--- config.mk ---
export PLATFORM = sky130hd
export DESIGN_NAME = mcycle_ctrl
export DESIGN_NICKNAME = d
export VERILOG_FILES = /design/src/rtl/sisc_pkg.sv /design/src/rtl/mem_wait_timer.sv /design/src/rtl/mcycle_ctrl.sv
export SDC_FILE = /design/constraint.sdc
export NUM_CORES = 1
export LEC_CHECK = 0
export ABC_CLOCK_PERIOD_IN_PS = 2200
export BUFFER_PORTS_ARGS = -buffer_cell sky130_fd_sc_hd__buf_4
export CAP_MARGIN = 25
export CORE_MARGIN = 4
export CORE_UTILIZATION = 50
export CTS_BUF_LIST = sky130_fd_sc_hd__clkbuf_2
export CTS_CLUSTER_SIZE = 12
export DETAILED_ROUTE_END_ITERATION = 8
export GPL_TIMING_DRIVEN = 1
export PLACE_DENSITY = 0.88
export SLEW_MARGIN = 15
export SYNTH_ARGS = -nofsm -noshare
export SYNTH_HDL_FRONTEND = slang
export SYNTH_HIERARCHICAL = 1
export SYNTH_SLANG_ARGS = --single-unit
--- constraint.sdc ---
create_clock -name clk -period 2.2 [get_ports clk]
set_input_delay 0.22 -clock clk [delete_from_list [all_inputs] [get_ports clk]]
set_output_delay 0.22 -clock clk [all_outputs]
set_load 0.01 [all_outputs]
--- src/rtl/sisc_pkg.sv ---
// Shared definitions for the multi-cycle SISC controller:
// opcode constants, ALU operand-select encodings and FSM state encodings.
package sisc_pkg;

    localparam logic [3:0] OP_NOOP = 4'd0;
    localparam logic [3:0] OP_LOD  = 4'd1;
    localparam logic [3:0] OP_STR  = 4'd2;
    localparam logic [3:0] OP_SWP  = 4'd3;
    localparam logic [3:0] OP_BRA  = 4'd4;
    localparam logic [3:0] OP_BRR  = 4'd5;
    localparam logic [3:0] OP_BNE  = 4'd6;
    localparam logic [3:0] OP_BNR  = 4'd7;
    localparam logic [3:0] OP_ALU  = 4'd8;
    localparam logic [3:0] OP_HLT  = 4'hF;

    localparam logic [1:0] ALU_RR   = 2'b00;
    localparam logic [1:0] ALU_IMM  = 2'b01;
    localparam logic [1:0] ALU_PASS = 2'b10;

    typedef enum logic [3:0] {
        S_RST    = 4'd0,
        S_FETCH  = 4'd1,
        S_DECODE = 4'd2,
        S_EXEC   = 4'd3,
        S_MEM    = 4'd4,
        S_WB     = 4'd5,
        S_HALT   = 4'd6,
        S_ERR    = 4'd7
    } state_t;

endpackage

--- src/rtl/mem_wait_timer.sv ---
// Memory wait-cycle counter.
// Ports: clk, rst_f (sync, active-high), clr (restart count), inc (one more
// wait cycle), expired (the current wait cycle is the TMO-th one).
module mem_wait_timer #(
    parameter int TMO = 15
) (
    input  logic clk,
    input  logic rst_f,
    input  logic clr,
    input  logic inc,
    output logic expired
);

    localparam int W = $clog2(TMO + 1);

    logic [W-1:0] cnt;

    always_ff @(posedge clk) begin
        if (rst_f || clr) begin
            cnt <= '0;
        end else if (inc && (cnt != W'(TMO))) begin
            cnt <= cnt + 1'b1;
        end
    end

    // cnt counts completed wait cycles, so the TMO-th wait cycle is the
    // one where cnt == TMO-1; the controller only gives up if that cycle
    // also ends without an ack.
    assign expired = (cnt == W'(TMO - 1));

endmodule

--- src/rtl/mcycle_ctrl.sv ---
// Multi-cycle SISC control unit: FETCH/DECODE/EXEC/MEM/WB sequencing,
// branch resolution, memory wait timeout and terminal HALT/ERR states.
// Ports: clk, rst_f, opcode, mm, stat, mem_ack in; datapath controls,
// memory strobes, halted/err status and state_o out.
module mcycle_ctrl
    import sisc_pkg::*;
#(
    parameter int OPW    = 4,
    parameter int MMW    = 4,
    parameter int AM_IMM = 8,
    parameter int TMO    = 15
) (
    input  logic           clk,
    input  logic           rst_f,
    input  logic [OPW-1:0] opcode,
    input  logic [MMW-1:0] mm,
    input  logic [MMW-1:0] stat,
    input  logic           mem_ack,
    output logic           rf_we,
    output logic           ir_load,
    output logic           pc_write,
    output logic           pc_rst,
    output logic           pc_sel,
    output logic           br_sel,
    output logic           rb_sel,
    output logic           wb_sel,
    output logic [1:0]     alu_op,
    output logic           mem_req,
    output logic           mem_we,
    output logic           halted,
    output logic           err,
    output logic [3:0]     state_o
);

    state_t state, state_n;
    logic   expired;
    logic   is_lod, is_str, is_swp, is_alu, is_hlt;
    logic   is_bra, is_brr, is_bne, is_bnr;
    logic   mask_clr;
    logic [1:0] alu_sel;

    assign is_lod = (opcode == OPW'(OP_LOD));
    assign is_str = (opcode == OPW'(OP_STR));
    assign is_swp = (opcode == OPW'(OP_SWP));
    assign is_bra = (opcode == OPW'(OP_BRA));
    assign is_brr = (opcode == OPW'(OP_BRR));
    assign is_bne = (opcode == OPW'(OP_BNE));
    assign is_bnr = (opcode == OPW'(OP_BNR));
    assign is_alu = (opcode == OPW'(OP_ALU));
    assign is_hlt = (opcode == {OPW{1'b1}});

    assign mask_clr = ((stat & mm) == '0);
    assign alu_sel  = (mm == MMW'(AM_IMM)) ? ALU_IMM : ALU_RR;

    always_ff @(posedge clk) begin
        if (rst_f) begin
            state <= S_RST;
        end else begin
            state <= state_n;
        end
    end

    always_comb begin
        state_n  = state;
        rf_we    = 1'b0;
        ir_load  = 1'b0;
        pc_write = 1'b0;
        pc_rst   = 1'b0;
        pc_sel   = 1'b0;
        br_sel   = 1'b0;
        rb_sel   = 1'b0;
        wb_sel   = 1'b0;
        alu_op   = ALU_PASS;
        mem_req  = 1'b0;
        mem_we   = 1'b0;
        halted   = 1'b0;
        err      = 1'b0;
        if (rst_f) begin
            // Reset dominates whatever state we were in.
            pc_rst = 1'b1;
        end else begin
            unique case (state)
                S_RST: begin
                    pc_rst  = 1'b1;
                    state_n = S_FETCH;
                end
                S_FETCH: begin
                    mem_req = 1'b1;
                    if (mem_ack) begin
                        ir_load  = 1'b1;
                        pc_write = 1'b1;
                        state_n  = S_DECODE;
                    end else if (expired) begin
                        state_n = S_ERR;
                    end
                end
                S_DECODE: begin
                    br_sel = is_bra | is_bne;
                    if (is_bra || is_brr ||
                        ((is_bne || is_bnr) && mask_clr)) begin
                        pc_write = 1'b1;
                        pc_sel   = 1'b1;
                    end
                    state_n = is_hlt ? S_HALT : S_EXEC;
                end
                S_EXEC: begin
                    if (is_alu) begin
                        alu_op = alu_sel;
                    end else if (is_lod || is_str) begin
                        alu_op = ALU_IMM;
                    end
                    if (is_lod || is_str) begin
                        state_n = S_MEM;
                    end else if (is_alu || is_swp) begin
                        state_n = S_WB;
                    end else begin
                        state_n = S_FETCH;
                    end
                end
                S_MEM: begin
                    mem_req = 1'b1;
                    mem_we  = is_str;
                    alu_op  = ALU_IMM;
                    if (mem_ack) begin
                        state_n = is_lod ? S_WB : S_FETCH;
                    end else if (expired) begin
                        state_n = S_ERR;
                    end
                end
                S_WB: begin
                    rf_we  = is_alu | is_lod | is_swp;
                    wb_sel = is_lod;
                    rb_sel = is_swp;
                    if (is_alu) begin
                        alu_op = alu_sel;
                    end
                    state_n = S_FETCH;
                end
                S_HALT: begin
                    halted = 1'b1;
                end
                S_ERR: begin
                    err = 1'b1;
                end
                default: begin
                    state_n = S_RST;
                end
            endcase
        end
    end

    mem_wait_timer #(
        .TMO(TMO)
    ) u_timer (
        .clk    (clk),
        .rst_f  (rst_f),
        .clr    (state_n != state),
        .inc    (((state == S_FETCH) || (state == S_MEM)) && !mem_ack),
        .expired(expired)
    );

    assign state_o = state;

endmodule

Word level (Yosys, flattened, before mapping). Cells that the tools add are included. Widths: inputs -> output; s select.

Bits in registers: 8. Input port bits: 15. Output and inout port bits: 18. Logic and storage cells: 84.

$add $sub $neg: 1. Eq/ne operators: 20. Muxes and demuxes: 41. Bitwise gates (word level): 4. Reduce and logical (&&, ||, !) cells: 16.

Operator list (number): $eq 4x3->1 const B (8); $mux 1 (26); $pmux 4 s6 (1); $eq 4x2->1 const B (4); $eq 4x4->1 const B (4); $mux 4 (4); $mux 3 (4); $eq 4x1->1 const B (2); $logic_not 4->1 (2); $mux 2 (4); $logic_or 1x1->1 (7); $pmux 2 s3 (1); $reduce_or 2->1 (3); $add 4x1->4 const B (1); $and 4x4->4 (1); $ne 4x4->1 (1); $ne 4x4->1 const B (1); $logic_and 1x1->1 (3); $or 1x1->1 (3); $pmux 1 s2 (1); $logic_not 1->1 (1).

Longest topological paths before layout. Gate-level depths: netlist of the first run.

Depth after elaboration: 8. Mapped depth: 8.

Cells and area by module. The synthesis of the first run kept the hierarchy.

Modules (own cells, without submodules): mcycle_ctrl (instances 1, cells each 109, area an instance 760.7 um2); mem_wait_timer (instances 1, cells each 24, area an instance 217.7 um2).

Least setup slack after synthesis of the first run. No wires, ideal clock.

Path kind: reg2reg. Start: register state[2], in the netlist state_o[2]. End: register u_timer.cnt[3]. Library setup time: 0.112 ns. Arrival time: 1.807 ns. Required time: 2.088 ns. Slack: 0.281 ns. Stages on the path, launching flop included: 7. Buffers on the path: 2. Cell sequence: dfxtp_1 > buf_2 > buf_6 > xnor2_1 > nor4_1 > nand4_1 > a2111oi_1.

Longest elaborated chain between the ends: 6. Elaborated cells between the ends (all ways): 20. Classes of those cells: eq/ne: 8; mux: 5; reduce/logical: 7.

RTL lines: from (decl) (line mcycle_ctrl.sv:35) `state_t state, state_n;`; from (signal assigned) (line mcycle_ctrl.sv:59) `state <= state_n;`; $eq 4x3->1, or another cell as far along (line mcycle_ctrl.sv:82) `unique case (state)`; $reduce_or 2->1 (no line), or another cell as far along; $pmux 4 s6 (line mcycle_ctrl.sv:82); $mux 4 (line mcycle_ctrl.sv:78) `if (rst_f) begin`; $ne 4x4->1 (line mcycle_ctrl.sv:157) `.clr (state_n != state),`; $logic_or 1x1->1 (line mem_wait_timer.sv:19) `if (rst_f || clr) begin`; to (signal assigned) (line mem_wait_timer.sv:22) `cnt <= cnt + 1'b1;`; to (decl) (line mem_wait_timer.sv:16) `logic [W-1:0] cnt;`.

Parallel ways exist; a longest one is shown, timed or not. A chain may end at the register's enable or synchronous reset.

Worst setup path after layout of the first run.
Start: register u_timer.cnt[0]. End: register u_timer.cnt[1].

Longest elaborated chain between the ends: 7. Elaborated cells between the ends (all ways): 11. Classes of those cells: add/sub: 1; eq/ne: 3; mux: 5; reduce/logical: 2.

RTL lines: $eq 4x4->1 * (line mem_wait_timer.sv:29) `assign expired = (cnt == W'(TMO - 1));`; via expired (line mcycle_ctrl.sv:36) `logic expired;`; $mux 4 * (line mcycle_ctrl.sv:93, mcycle_ctrl.sv:126); $mux 4 (on tied branches) (line mcycle_ctrl.sv:124, mcycle_ctrl.sv:89); $pmux 4 s6 * (line mcycle_ctrl.sv:82); $mux 4 * (line mcycle_ctrl.sv:78); $ne 4x4->1 * (line mcycle_ctrl.sv:157); $logic_or 1x1->1 * (line mem_wait_timer.sv:19).

Mark *: on every way through the listed nets, which the timed path passes. The rest lies on a longest branch.

==> impl_metrics.py, run 1 <==
metrics = {
    "logic_synthesis": {
        "yosysUniqueCellTypes": 47,
        "netlist_instances": 133,
        "syn_nets": 150,
        "yosysTopAreaCellShare": 0.164,
        "synth_seq_cells": 8,
        "synth_top_cell_by_area": "dfxtp_1",
        "synthArstFlopShare": 0,
        "netlist_area_um2": 978,
        "synth_edf_count": 0,
        "syn_area_per_cell_um2": 7.36,
        "synthTopCellsByArea": "dfxtp_1 16%, buf_6 5.8%, nor4_1 4.5%",
        "ys_warn_count": 6,
        "synth_ff_type": "dfxtp_1",
        "synth.yosys.seq_area_share": 0.164,
    },
    "route": {
        "route.detailed.drc": 0,
        "vias_per_cell": 6.42,
        "vias": 1194,
        "totalWireLength_mm": 2.98,
        "drt_iter0_drc": 86,
        "firstDrtPassIters": 5,
        "antenna_left": 0,
        "wire_per_inst_um": 16.0,
    },
    "timing": {
        "maxSlewViolCount": 0,
        "fin_crit_ns": 2.04,
        "worst_pin_slew_ns": 0.522,
        "whs_ns": 0.253,
        "period_share": 0.927,
        "tns_ns": 0,
        "fin_ws_ns": 0.160,
        "slew_headroom": 0.651,
        "final-hold-violation-count": 0,
        "setup_violations": 0,
        "rsz0062_at_grt": "no",
        "clock_skew_ns": 0.0122,
        "fmax_mhz": 490,
    },
    "finish": {
        "layout.nets": 180,
        "num-fill-cells": 148,
        "syn_to_final_growth_pct": 24.9,
        "drive_gt1_frac": 0.311,
        "diodes": 0,
    },
    "floorplanning": {
        "fp.dieW_um": 52.2,
        "ioPinCount": 33,
        "fp.dieH_um": 52.2,
        "dieArea_um2": 2730,
        "rows": 15,
        "start_util": 0.549,
        "core_um2": 1780,
    },
    "grt": {
        "grt_pass1_wl_mm": 4.80,
        "grt_pass1_vias": 1078,
        "grt_util_all_layers": 0.237,
        "antenna_found_initial": 0,
        "grt_max_degree": 20,
        "overflow": 0,
    },
    "critical_path": {
        "cp_max_fo": 4,
        "worst_setup_path_end_kind": "flop",
        "r2r_cells": 8,
        "worstSetupPathType": "reg -> reg",
        "worst_ep_arrival_time_ns": 2.19,
        "cp.required_ns": 2.35,
        "worstSetupStartpointType": "flop",
    },
    "power_and_ir_drop": {
        "p_per_area_nw_per_um2": 288,
        "power.leakage_nw": 0.462,
        "total_power_uw": 352,
        "vdd_drop_max_mv": 0.319,
    },
    "clock_tree": {
        "cts.path.max_buffers": 2,
        "cts_tree": "done",
        "cts_hold_buf": 0,
        "cts_max_level": 1,
        "post_cts_buffers": 0,
        "root_buffer": "clkbuf_2",
        "clk_pin_slew_worst_paths_ns": 0.09,
        "insertion_delay_ns": 0.26,
        "clock-sinks": 8,
        "cts_made_buffers": 3,
    },
    "job": {
        "cap_violations": 0,
    },
    "place": {
        "dp_slack_ns": 0.189,
        "dp_hpwl_mm": 2.28,
        "gp_congestion": 0.969,
        "place.port_buffers": 32,
    },
    "hold_path": {
        "hold_path_class": "in -> reg",
        "hold_depth": 2,
    },
    "status": {
        "status": "finished clean",
    },
}
-- kinds of logic after synthesis --
logic type | synth area share
buffers and inverters | 0.121
other | 0.00383
DFF | 0.164
xor gates and xnor gates | 0.0269
AOI/OAI and AO/OA | 0.270
and+or+nand+nor | 0.389
adders and majority gates | 0.0256
-- registers in the layout, indices dropped and copies added, names as in the netlist --
signal       cells
state_o          4
u_timer/cnt      4
-- layout by cell type, fill, tap and decap left out, types with 3 or more instances in the layout --
cell | synthesis | layout
nand2b_1 | 3 | 3
nor3b_1 | 3 | 3
a211oi_1 | 5 | 5
nand4_1 | 4 | 4
nor4_1 | 7 | 7
a21oi_1 | 7 | 7
nand2_1 | 7 | 7
or2_1 | 3 | 3
nor3_1 | 7 | 7
nand3_1 | 5 | 5
o21ai_0 | 5 | 5
o211ai_1 | 3 | 3
nor2_1 | 9 | 8
dfxtp_1 | 8 | 7
and3_1 | 4 | 4
inv_1 | 6 | 6
clkbuf_2 | 0 | 3
buf_4 | 2 | 38
-- report_power, final --
part	switching [mW]	total [mW]	internal (mW)
Sequential	0.00576	0.153	0.147
Combinational	0.0591	0.106	0.0464
Clock	0.0557	0.0928	0.0371
Total	0.121	0.352	0.231
-- metal layers --
metal | global-route usage | vias to the layer above | part of all wire | wire [um]
met5 | 0 | - | 0 | 0
met4 | 0.149 | 0 | 0.023 | 68
met3 | 0.0513 | 10 | 0.098 | 292
met2 | 0.347 | 67 | 0.49 | 1450
met1 | 0.310 | 551 | 0.39 | 1170
li1 | - | 566 | - | -
-- cell usage after synthesis (all sizes together) (5+ instances only) --
library cell / n
a211oi: 5
a21oi: 7
buf: 9
dfxtp: 8
inv: 6
nand2: 7
nand3: 5
nor2: 9
nor3: 8
nor4: 7
o21ai: 5
-- metrics by stage --
step,area [um2],utilization,cells
5_1_grt,1220,0.686,186
3_5_place_dp,1200,0.672,183
3_3_place_gp,1200,0.672,183
2_1_floorplan,978,-,133
4_1_cts,1210,0.681,186
6_report,1220,0.686,186
-- layout make-up --
class | count | area (um2) | share of cell area
multi-input combinational | 106 | 707 | 0.578
timing repair buffer | 38 | 285 | 0.233
sequential | 8 | 161 | 0.132
tap | 25 | 31.3 | 0.0256
inverter | 6 | 22.5 | 0.0184
clock buffer | 3 | 15.0 | 0.0123
-- timing repair --
action,4_1_cts,5_1_grt
endpoints found under the hold margin,0,0
resized for setup,0,3
setup endpoints to repair,0,4
-- worst paths after layout --
path / startpoint / end / slack, ns
worst max register to register: u_timer/cnt[0] / u_timer/cnt[1] / 0.16
worst max-delay path: u_timer/cnt[0] / u_timer/cnt[1] / 0.16
worst min register to register: u_timer/cnt[0] / u_timer/cnt[0] / 0.55
worst min-delay path: rst_f / u_timer/cnt[0] / 0.25
-- critical path, cell delays in order (launching register included) --
cell and delay [ns]:
dfxtp_1 0.38, inv_1 0.07, ha_1 0.18, and3_1 0.23
o32ai_1 0.33, o211a_1 0.21, o31ai_1 0.07, buf_4 0.16
a2111oi_2 0.30
(Power assumes the default switching activity.)
==> run 2: changes to the inputs <==
ABC_CLOCK_PERIOD_IN_PS = 2580   (was 2200)
PLACE_DENSITY = 0.85   (was 0.88)
clock period = 2.58 ns   (was 2.2 ns; I/O delays follow)
==> impl_metrics.py, run 2 (synthesized netlist as in run 1, its figures left out) <==
metrics = {
    "hold_path": {
        "hold_path_class": "in -> reg",
        "hold_start": "rst_f",
        "hold_depth": 2,
        "min_to": "u_timer/cnt[1]",
    },
    "critical_path": {
        "worst_ep_arrival_time_ns": 1.93,
        "r2r_start": "state_o[1]",
        "cp_max_fo": 12,
        "worstSetupStartpointType": "flop",
        "r2r_slack_ns": 0.44,
        "worst_setup_path_end_kind": "output port",
        "cp.required_ns": 2.32,
        "r2r_end": "u_timer/cnt[2]",
        "worstSetupPathType": "reg -> out",
        "r2r_cells": 5,
    },
    "clock_tree": {
        "root_buffer": "clkbuf_2",
        "cts.path.max_buffers": 2,
        "post_cts_buffers": 0,
        "ctsResizeCount": 0,
        "cts_hold_buf": 0,
        "clk_pin_slew_worst_paths_ns": 0.08,
        "insertion_delay_ns": 0.23,
        "cts_tree": "done",
        "clock-sinks": 8,
        "cts_made_buffers": 3,
        "cts_max_level": 1,
    },
    "floorplanning": {
        "ioPinCount": 33,
        "dieArea_um2": 2730,
        "start_util": 0.549,
        "rows": 15,
        "core_um2": 1780,
        "fp.dieW_um": 52.2,
        "fp.dieH_um": 52.2,
    },
    "status": {
        "status": "finished clean",
    },
    "route": {
        "antenna_left": 0,
        "vias_per_cell": 6.40,
        "vias": 1172,
        "drt_iter0_drc": 53,
        "totalWireLength_mm": 2.82,
        "wire_per_inst_um": 15.4,
        "route.detailed.drc": 0,
        "firstDrtPassIters": 4,
    },
    "finish": {
        "multi_input_area_um2": 699,
        "layout.nets": 177,
        "syn_to_final_growth_pct": 21.7,
        "fin_util": 0.668,
        "layout_commonest_cell": "buf_4",
        "final_cell_mix": "35 x buf_4, 9 x nor2_1, 8 x dfxtp_1",
        "diodes": 0,
        "postLayoutCellArea_um2": 1190,
        "seq_area_um2": 160,
        "num-fill-cells": 152,
        "drive_gt1_frac": 0.278,
        "fin_cells": 183,
    },
    "place": {
        "place_area_um2": 1180,
        "dp_slack_ns": 0.479,
        "dp_hpwl_mm": 2.07,
        "place.port_buffers": 32,
        "dp_cells": 180,
        "gp_congestion": 0.957,
    },
    "grt": {
        "grt_pass1_wl_mm": 4.71,
        "grt_util_all_layers": 0.223,
        "overflow": 0,
        "grtUsageMet1": 0.308,
        "grt_max_degree": 20,
        "antenna_found_initial": 0,
        "grt_pass1_vias": 1069,
        "use_met2": 0.331,
        "grt.busiest_layer": "met2",
        "grt_use_met3": 0.0598,
    },
    "timing": {
        "final-hold-violation-count": 0,
        "worst_pin_slew_ns": 0.756,
        "fmax_mhz": 457,
        "whs_ns": 0.321,
        "slew_headroom": 0.491,
        "setup_violations": 0,
        "fin_crit_ns": 2.19,
        "rsz0062_at_grt": "no",
        "period_share": 0.849,
        "maxSlewViolCount": 0,
        "clock_skew_ns": 0.00641,
        "fin_ws_ns": 0.391,
        "tns_ns": 0,
    },
    "power_and_ir_drop": {
        "total_power_uw": 290,
        "vdd_drop_max_mv": 0.200,
        "p_per_area_nw_per_um2": 243,
        "power.leakage_nw": 0.445,
    },
    "job": {
        "cap_violations": 0,
    },
}
[run 2: how the worst max path moves through the flow]
| stage | start | to | slack (ns) | cells past startpoint |
|---|---|---|---|---|
| 2_1_floorplan | state_o[2] | u_timer/cnt[3] | 0.66 | 6 |
| 3_3_place_gp | state_o[1] | u_timer/cnt[2] | 0.59 | 5 |
| 3_5_place_dp | state_o[1] | u_timer/cnt[2] | 0.48 | 5 |
| 4_1_cts | state_o[1] | pc_write | 0.39 | 6 |
| 5_1_grt | state_o[1] | pc_write | 0.14 | 6 |
| 6_report | state_o[1] | pc_write | 0.39 | 6 |
[run 2: cell type report]
type | count | share of cell area
Multi-Input combinational cell | 106 | 0.587
Timing Repair Buffer | 35 | 0.221
Sequential cell | 8 | 0.134
Tap cell | 25 | 0.0263
Inverter | 6 | 0.0189
Clock buffer | 3 | 0.0126
[run 2: power breakdown]
group	total (mW)	internal (mW)	switching [mW]	leakage, nW
registers	0.130	0.126	0.00415	0.0650
logic	0.0856	0.0364	0.0492	0.367
clock network	0.0746	0.0317	0.0429	0.0125
total	0.290	0.194	0.0963	0.445
[run 2: critical path, cell delays in order, from the launching register on]
cell and delay (ns):
dfxtp_1 0.49, buf_4 0.24, nor2b_1 0.25, nand3_1 0.13
a211oi_1 0.30, or2_1 0.16, buf_4 0.12
[run 2: per-layer routing]
metal | wire (um) | share of wire
met5 | 0 | 0
met4 | 23 | 0.0082
met3 | 317 | 0.11
met2 | 1250 | 0.44
met1 | 1230 | 0.43
